File: src/rtl/pipe_ctrl.sv
// ============================================================================
// Module   : pipe_ctrl
// Purpose  : Stall arbitration, exception/ERET redirect and stall watchdog
//            for the five-stage MIPS pipeline.
// Revision : 1.0  initial release
// ============================================================================
`default_nettype none

module pipe_ctrl #(
  parameter logic [31:0] EXC_VECTOR     = 32'h00000040,
  parameter int unsigned RECOVER_CYCLES = 2,
  parameter int unsigned STALL_TIMEOUT  = 1024
) (
  input  logic        clk,
  input  logic        rst,
  input  logic        stallreq_if,
  input  logic        stallreq_id,
  input  logic        stallreq_ex,
  input  logic        stallreq_mem,
  input  logic [31:0] excepttype_i,
  input  logic [31:0] cp0_epc_i,
  output logic [5:0]  stall,
  output logic        flush,
  output logic [31:0] new_pc,
  output logic        stall_timeout,
  output logic [31:0] stall_cycles
);

  localparam logic [1:0]  ST_RUN       = 2'd0;
  localparam logic [1:0]  ST_FLUSH     = 2'd1;
  localparam logic [1:0]  ST_RECOVER   = 2'd2;
  localparam logic [31:0] ERET_CODE    = 32'h0000000e;
  localparam logic [3:0]  RECOVER_LOAD = 4'(RECOVER_CYCLES);
  localparam logic [15:0] WD_LAST      = 16'(STALL_TIMEOUT - 1);

  logic [1:0]  state_q, state_d;
  logic [3:0]  rcnt_q, rcnt_d;
  logic [31:0] new_pc_q, new_pc_d;
  logic [15:0] wd_cnt_q, wd_cnt_d;
  logic        timeout_q, timeout_d;
  logic [31:0] stall_cycles_q, stall_cycles_d;
  logic [5:0]  stall_vec;
  logic        exc_accept;

  assign exc_accept = (state_q == ST_RUN) && (excepttype_i != 32'd0);

  // State register
  always_ff @(posedge clk) begin
    if (rst) begin
      state_q <= ST_RUN;
      rcnt_q  <= 4'd0;
    end else begin
      state_q <= state_d;
      rcnt_q  <= rcnt_d;
    end
  end

  // Next-state logic
  always_comb begin
    state_d = state_q;
    rcnt_d  = rcnt_q;
    case (state_q)
      ST_RUN: begin
        if (exc_accept) state_d = ST_FLUSH;
      end
      ST_FLUSH: begin
        state_d = ST_RECOVER;
        rcnt_d  = RECOVER_LOAD;
      end
      ST_RECOVER: begin
        rcnt_d = rcnt_q - 4'd1;
        if (rcnt_q == 4'd1) state_d = ST_RUN;
      end
      default: state_d = ST_RUN;
    endcase
  end

  // Output logic: the deepest stalled stage also holds everything upstream
  always_comb begin
    stall_vec = 6'b000000;
    flush     = (state_q == ST_FLUSH);
    if (state_q == ST_RUN) begin
      if (stallreq_mem)     stall_vec = 6'b011111;
      else if (stallreq_ex) stall_vec = 6'b001111;
      else if (stallreq_id) stall_vec = 6'b000111;
      else if (stallreq_if) stall_vec = 6'b000011;
    end
  end

  always_comb begin
    new_pc_d = new_pc_q;
    if (exc_accept)
      new_pc_d = (excepttype_i == ERET_CODE) ? cp0_epc_i : EXC_VECTOR;

    wd_cnt_d  = 16'd0;
    timeout_d = 1'b0;
    if ((state_q == ST_RUN) && (stall_vec != 6'd0)) begin
      if (wd_cnt_q == WD_LAST) timeout_d = 1'b1;
      else                     wd_cnt_d  = wd_cnt_q + 16'd1;
    end

    stall_cycles_d = stall_cycles_q;
    if ((stall_vec != 6'd0) && (stall_cycles_q != 32'hFFFFFFFF))
      stall_cycles_d = stall_cycles_q + 32'd1;
  end

  always_ff @(posedge clk) begin
    if (rst) begin
      new_pc_q       <= 32'd0;
      wd_cnt_q       <= 16'd0;
      timeout_q      <= 1'b0;
      stall_cycles_q <= 32'd0;
    end else begin
      new_pc_q       <= new_pc_d;
      wd_cnt_q       <= wd_cnt_d;
      timeout_q      <= timeout_d;
      stall_cycles_q <= stall_cycles_d;
    end
  end

  assign stall         = stall_vec;
  assign new_pc        = new_pc_q;
  assign stall_timeout = timeout_q;
  assign stall_cycles  = stall_cycles_q;

endmodule

`default_nettype wire

File: config.mk
export PLATFORM = sky130hd
export DESIGN_NAME = pipe_ctrl
export DESIGN_NICKNAME = d
export VERILOG_FILES = /design/src/rtl/pipe_ctrl.sv
export SDC_FILE = /design/constraint.sdc
export NUM_CORES = 1
export LEC_CHECK = 0
export CORE_UTILIZATION = 47
export CTS_BUF_LIST = sky130_fd_sc_hd__clkbuf_16
export DETAILED_ROUTE_END_ITERATION = 6
export HOLD_SLACK_MARGIN = 0.02
export PLACE_DENSITY = 0.91
export SYNTH_ARGS = -nofsm -noshare
export SYNTH_HDL_FRONTEND = slang
export SYNTH_SLANG_ARGS = --single-unit
File: constraint.sdc
create_clock -name clk -period 6 [get_ports clk]
set_input_delay 1.2 -clock clk [delete_from_list [all_inputs] [get_ports clk]]
set_output_delay 1.2 -clock clk [all_outputs]
set_load 0.02 [all_outputs]
== Yosys cells after proc, flatten, opt, wreduce, memory -nomap -nowiden ==
Cells that the tools add are included.
Operators by class
  reductions and logical operators: 10
  eq/ne operators: 8
  add/sub/neg operators: 3
  bitwise gates (word level): 1
  multiplexer cells: 11
Operator list (count)
  $add A32 B1 Y32 const B: 1
  $eq A32 B4 Y1 const B: 1
  $mux W32: 1
  $ne A32 B32 Y1 const B: 1
  $reduce_bool A32 Y1: 1
  $add A16 B1 Y16 const B: 1
  $eq A16 B10 Y1 const B: 1
  $mux W5: 2
  $pmux W4 S2: 1
  $mux W2: 3
  $pmux W2 S3: 1
  $reduce_bool A6 Y1: 1
  $eq A4 B1 Y1 const B: 1
  $mux W4: 1
  $ne A2 B2 Y1 const B: 2
  $sub A4 B1 Y4 const B: 1
  $logic_and A1 B1 Y1: 3
  $mux W3: 1
  $reduce_or A3 Y1: 1
  $eq A2 B1 Y1 const B: 1
  $eq A2 B2 Y1 const B: 1
  $logic_not A2 Y1: 1
  $reduce_and A2 Y1: 1
  $reduce_bool A2 Y1: 1
  3 further kinds: 3
Storage, ports and cells
  output and inout port bits: 72
  register bits after elaboration: 87
  bits of input ports: 70

== Depth between registers and ports, before layout ==
Gate-level depths: netlist of run 1.
  depth in word-level cells: 9
  mapped depth: 10
  depth with buffers taken out: 8

== Least setup slack after synthesis of run 1 ==
OpenSTA, ideal clock, no wires.
  path kind: input port to output port
  start point: input stallreq_mem
  end point: output stall[1]
  stages: 3
  buffers on the path: 1
  arrival: 2.302 ns
  path slack: 2.498 ns
  cell sequence: o41ai_1 -> inv_1 -> buf_4
Between the ends
  cells in the longest elaborated chain, start to end: 2
Ends and longest elaborated chain
  start: declaration: RTL line 19  | input logic stallreq_mem,
  $mux W5: RTL line 83  | if (stallreq_mem) stall_vec = 6'b011111;
  $mux W5: RTL line 82  | if (state_q == ST_RUN) begin
  end: declaration: RTL line 22  | output logic [5:0] stall,
Every way passes these cells.

== Worst setup path after layout of run 1 ==
  start point: input stallreq_mem
  end point: output stall[0]
Same word-level chain as after synthesis.

==> results of run 1 <==
==> where the power goes <==
group | internal, mW | switching (mW) | total [mW]
combinational | 0.103 | 0.117 | 0.220
clock | 0.322 | 0.231 | 0.553
sequential | 0.592 | 0.0163 | 0.608
total | 1.02 | 0.364 | 1.38
==> cells in the mapped netlist, types with 9 or more instances <==
cell / count / share of area (%)
dfxtp_1: 87 / 47
nor2_1: 38 / 3.8
a22o_1: 31 / 7.3
a21oi_1: 27 / 3.6
or3_1: 21 / 3.5
nand3_1: 20 / 2.7
nand2_1: 19 / 1.9
o21ai_0: 14 / 1.9
nand4_1: 11 / 1.8
and3_1: 10 / 1.7
inv_1: 10 / 1.0
nor4_1: 10 / 1.7
xor2_1: 9 / 2.1
==> stage by stage <==
step / cells / instance area, um2
6_report: 648 / 5490
4_1_cts: 648 / 5490
2_1_floorplan: 407 / 3740
3_5_place_dp: 632 / 5200
5_1_grt: 648 / 5490
3_3_place_gp: 632 / 5200
==> final timing paths <==
check,cells past startpoint,endpoint
setup reg to reg,9,stall_cycles[31]
hold reg to reg,1,wd_cnt_q[0]
setup / recovery,5,stall[0]
hold / removal,1,wd_cnt_q[0]
==> metal layers <==
layer | vias to the layer above | share of wire [%] | track usage [%]
li1 | 1764 | - | -
met2 | 115 | 52 | 46.7
met4 | 0 | 2.5 | 10.6
met1 | 1750 | 41 | 30.7
met3 | 24 | 4.7 | 5.03
met5 | - | 0 | 0
==> cell usage in the layout, fill, tap and decap left out, types with 5 or more instances in the layout <==
cell / count
a21oi_1: 27
a22o_1: 31
and3_1: 10
and4_1: 6
clkbuf_16: 9
clkdlybuf4s50_1: 140
dfxtp_1: 87
ha_1: 7
inv_1: 10
nand2_1: 19
nand3_1: 20
nand4_1: 11
nor2_1: 37
nor2b_1: 6
nor3_1: 8
nor4_1: 9
o21ai_0: 14
o21ai_1: 6
or3_1: 21
or4_1: 5
xnor2_1: 8
xor2_1: 9
==> flip-flops by register name, summed over array words and instances, names as in the netlist <==
name and count:
new_pc 32, wd_cnt_q 16, stall_timeout 1, state_q 2, rcnt_q 4, stall_cycles 32
==> cell type report <==
type	instances	area, um2	area share, %
Clock buffer	9	225	4.10
Multi-Input combinational cell	290	1870	34.0
Inverter	10	37.5	0.683
Sequential cell	87	1740	31.7
Tap cell	102	128	2.32
Timing Repair Buffer	143	1420	25.9
Clock inverter	7	71.3	1.30
==> cell families after synthesis <==
logic type	after synthesis
buffers and inverters	30
multiplexers	7
AND/OR/NAND/NOR	165
adder cells (fa/ha/maj)	7
AO/OA/AOI/OAI	93
other	1
flip-flops	87
XOR/XNOR	17
==> results.toml, run 1 <==
[status]
outcome = "finished, final reports clean"

[global_routing]
antenna_found_initial = 0
grt.total_usage_pct = 26.2
grt_first_pass_wirelength_um = 17400
grt_max_degree = 32
grt_overflow = 0
grt_pass1_vias = 3618

[synth]
synth-xor-area-share_pct = 3.98
synthesis.nets = 484
syn_inst = 407
ys_seq_elements = 87
synth_top_family_by_area = "simple AND/OR/NAND/NOR gates"
synthFlopType = "dfxtp_1"
ys_warn_count = 0
synth_cell_types = 50
yosys.area_share.adder_pct = 2.34
synth-compound-area-share_pct = 17.3
synth-simple-area-share_pct = 23.8
async_flop_share_pct = 0
syn_avg_cell_area_um2 = 9.20
synth_area_um2 = 3740
synth.area.mux_share_pct = 2.14
seq_area_frac_synth_pct = 46.5
synth_edf_count = 0

[setup_path]
crit_top_cell = "clkdlybuf4s50_1"
crit_path_end_kind = "output port"
cp_max_fo = 7
arrival_ns = 3.17
cp_cell_sequence = "clkdlybuf4s50_1 -> o41ai_1 -> buf_4 -> inv_1 -> clkdlybuf4s50_1"
cp_data_required_time_ns = 4.80
path_buf_inv = 4
slowest_stage = "clkdlybuf4s50_1"
cpPeakStageDelay_ns = 0.59
worstSetupStartpoint = "stallreq_mem"
r2r_setup_slack_ns = 3.25
startpoint_type = "input port"
criticalPathCategory = "input port to output port"
r2r_start = "state_q[0]"
cp_top_family = "buffers and inverters"

[power_and_ir_drop]
p_leak_nw = 1.91
powerDensity_nw_per_um2 = 251
total_power_mw = 1.38
peakVddDrop_mv = 0.167

[finish]
area_growth_pct = 46.7
fill_cells = 564
post-route-util_pct = 71.1
antennaDiodeCount = 0
nets = 618
drive_gt1_share_pct = 5.49

[clocking]
post_cts_buffers = 0
clock-sinks = 87
cts.repair.resized = 0
path_clk_slew_ns = 0.06
ctsLongestPathBuffers = 2
htreeDepth = 3
clk_latency_ns = 0.34
cts_hold_buf = 0
cts-root-buf = "clkbuf_16"
tritoncts = "done"
cts_inserted_buffers = 9

[sta]
fmax_ghz = 0.229
setup_slack_ns = 1.63
rsz0062_at_grt = "no"
finalSetupViolations = 0
max_slew.worst_pin.slew_ns = 1.30
fin_skew_ns = 0.00923
period_needed_ns = 4.37
hold_viol_final = 0
hold_ws_ns = 0.463
setup_tns_ns = 0
relSlewSlack_pct = 13.5
drv_slew = 0
timing.final.crit_share_pct = 72.8

[route]
vias = 3653
wl_per_cell_um = 16.7
firstDrtPassIters = 4
ant_nets = 0
drt_iter0_drc = 152
vias_per_cell = 5.64
finalWirelength_um = 10800
drc = 0

[floorplan]
initial_core_util_pct = 48.5
die_w_um = 91.3
die_y_um = 91.3
ios = 142
coreArea_um2 = 7730
die-area_um2 = 8330
rows = 32

[job]
max_cap_violations = 0

[place]
globalplace.congestion = 0.789
preCtsSetupSlack_ns = 1.67
place_hpwl_um = 7910
portBuffers = 140

[min_path]
hp-start = "wd_cnt_q[0]"
hp-class = "flip-flop to flip-flop"
Note: power is estimated with default switching activity, not from simulation.
==> run 2, diff against run 1 <==
--- a/config.mk
+++ b/config.mk
@@ -5,11 +5,11 @@
 export SDC_FILE = /design/constraint.sdc
 export NUM_CORES = 1
 export LEC_CHECK = 0
-export CORE_UTILIZATION = 47
+export CORE_UTILIZATION = 40
 export CTS_BUF_LIST = sky130_fd_sc_hd__clkbuf_16
 export DETAILED_ROUTE_END_ITERATION = 6
 export HOLD_SLACK_MARGIN = 0.02
-export PLACE_DENSITY = 0.91
+export PLACE_DENSITY = 0.83
 export SYNTH_ARGS = -nofsm -noshare
 export SYNTH_HDL_FRONTEND = slang
 export SYNTH_SLANG_ARGS = --single-unit
==> constraint.sdc (replaced) <==
create_clock -name clk -period 3.58 [get_ports clk]
set_input_delay 0.716 -clock clk [delete_from_list [all_inputs] [get_ports clk]]
set_output_delay 0.716 -clock clk [all_outputs]
set_load 0.02 [all_outputs]
==> results.toml, run 2 (same netlist as run 1, synthesis figures left out) <==
[global_routing]
grt_first_pass_wirelength_um = 16400
grt_pass1_vias = 3576
antenna_found_initial = 0
grt_max_degree = 32
grt.total_usage_pct = 20.9
grt_overflow = 0

[route]
ant_nets = 0
drc = 0
vias = 3615
wl_per_cell_um = 15.4
firstDrtPassIters = 4
finalWirelength_um = 10100
vias_per_cell = 5.52
drt_iter0_drc = 89

[setup_path]
cp_max_fo = 7
arrival_ns = 2.58
cp_data_required_time_ns = 2.86
r2r_start = "stall_cycles[21]"
cp_cell_sequence = "clkdlybuf4s50_1 -> o41ai_1 -> buf_4 -> inv_1 -> clkdlybuf4s50_1"
startpoint_type = "input port"
crit_path_end_kind = "output port"
path_buf_inv = 4
worstSetupStartpoint = "stallreq_mem"
crit_top_cell = "clkdlybuf4s50_1"
criticalPathCategory = "input port to output port"
cp_top_family = "buffers and inverters"
cpPeakStageDelay_ns = 0.60
slowest_stage = "clkdlybuf4s50_1"

[sta]
hold_ws_ns = 0.474
fin_skew_ns = 0.00699
setup_tns_ns = 0
rsz0062_at_grt = "no"
finalSetupViolations = 0
fmax_ghz = 0.303
max_slew.worst_pin.slew_ns = 0.825
relSlewSlack_pct = 45.0
drv_slew = 0
setup_slack_ns = 0.280
period_needed_ns = 3.30
hold_viol_final = 0
timing.final.crit_share_pct = 92.2

[job]
max_cap_violations = 0

[floorplan]
die_w_um = 98.8
die-area_um2 = 9750
coreArea_um2 = 8890
die_y_um = 98.8
initial_core_util_pct = 42.1
ios = 142
rows = 34

[power_and_ir_drop]
peakVddDrop_mv = 0.260
powerDensity_nw_per_um2 = 410
total_power_mw = 2.25
p_leak_nw = 1.91

[finish]
stdcell_count = 655
post-route-util_pct = 61.7
final_cell_mix = "139 x clkdlybuf4s50_1, 87 x dfxtp_1, 37 x nor2_1"
final_common_cell = "clkdlybuf4s50_1"
drive_gt1_share_pct = 5.85
nets = 619
fin_area_um2 = 5480
antennaDiodeCount = 0
area_growth_pct = 46.4

[status]
outcome = "finished, final reports clean"

[place]
portBuffers = 140
place_hpwl_um = 7470
preCtsSetupSlack_ns = 0.271
globalplace.congestion = 0.804
placed_cell_area_um2 = 5210
dp.cells = 639

[clocking]
tritoncts = "done"
cts_inserted_buffers = 9
path_clk_slew_ns = 0.06
post_cts_buffers = 0
htreeDepth = 3
cts_hold_buf = 0
clk_latency_ns = 0.33
cts.repair.resized = 0
ctsLongestPathBuffers = 2
clock-sinks = 87
cts-root-buf = "clkbuf_16"

[min_path]
hp-class = "flip-flop to flip-flop"
hp-start = "wd_cnt_q[0]"
run 2: cell count changes in the layout (fill, tap and decap cells not counted):
cell / before / now
inv_1: 10 / 11
bufinv_16: 1 / 0
buf_2: 0 / 1
clkdlybuf4s50_1: 140 / 139
clkinv_4: 1 / 2
buf_4: 3 / 4
clkinv_1: 1 / 0
run 2: worst reg2reg max path, delay by kind of cell (launching register included):
| family | cells | cell delay [ns] |
|---|---|---|
| AND/OR/NAND/NOR | 3 | 1.05 |
| multiplexers | 1 | 0.32 |
| AO/OA/AOI/OAI | 1 | 0.79 |
| flip-flops | 1 | 0.42 |
run 2: cell type report:
class	count	area, um2
multi-input combinational	290	1870
fill	737	3410
inverter	10	37.5
timing repair buffer	144	1430
tap	108	135
clock buffer	9	225
sequential	87	1740
clock inverter	7	50.0
run 2: worst paths after layout:
check | endpoint | slack [ns] | depth (start not counted)
worst min register to register | wd_cnt_q[0] | 0.47 | 1
worst max-delay path | stall[1] | 0.28 | 5
worst min-delay path | wd_cnt_q[0] | 0.47 | 1
worst max register to register | stall_cycles[2] | 0.88 | 5
run 2: per-layer routing:
layer,global-route usage [%],wire [um]
met1,23.5,4110
met2,37.4,5140
met3,4.75,467
met4,9.76,344
met5,0,0
run 2: report_power, final:
part	leakage [nW]	switching, mW	total (mW)	internal (mW)
Combinational	1.07	0.193	0.368	0.175
Clock	0.133	0.386	0.857	0.471
Sequential	0.702	0.0297	1.02	0.991
Total	1.91	0.608	2.25	1.64
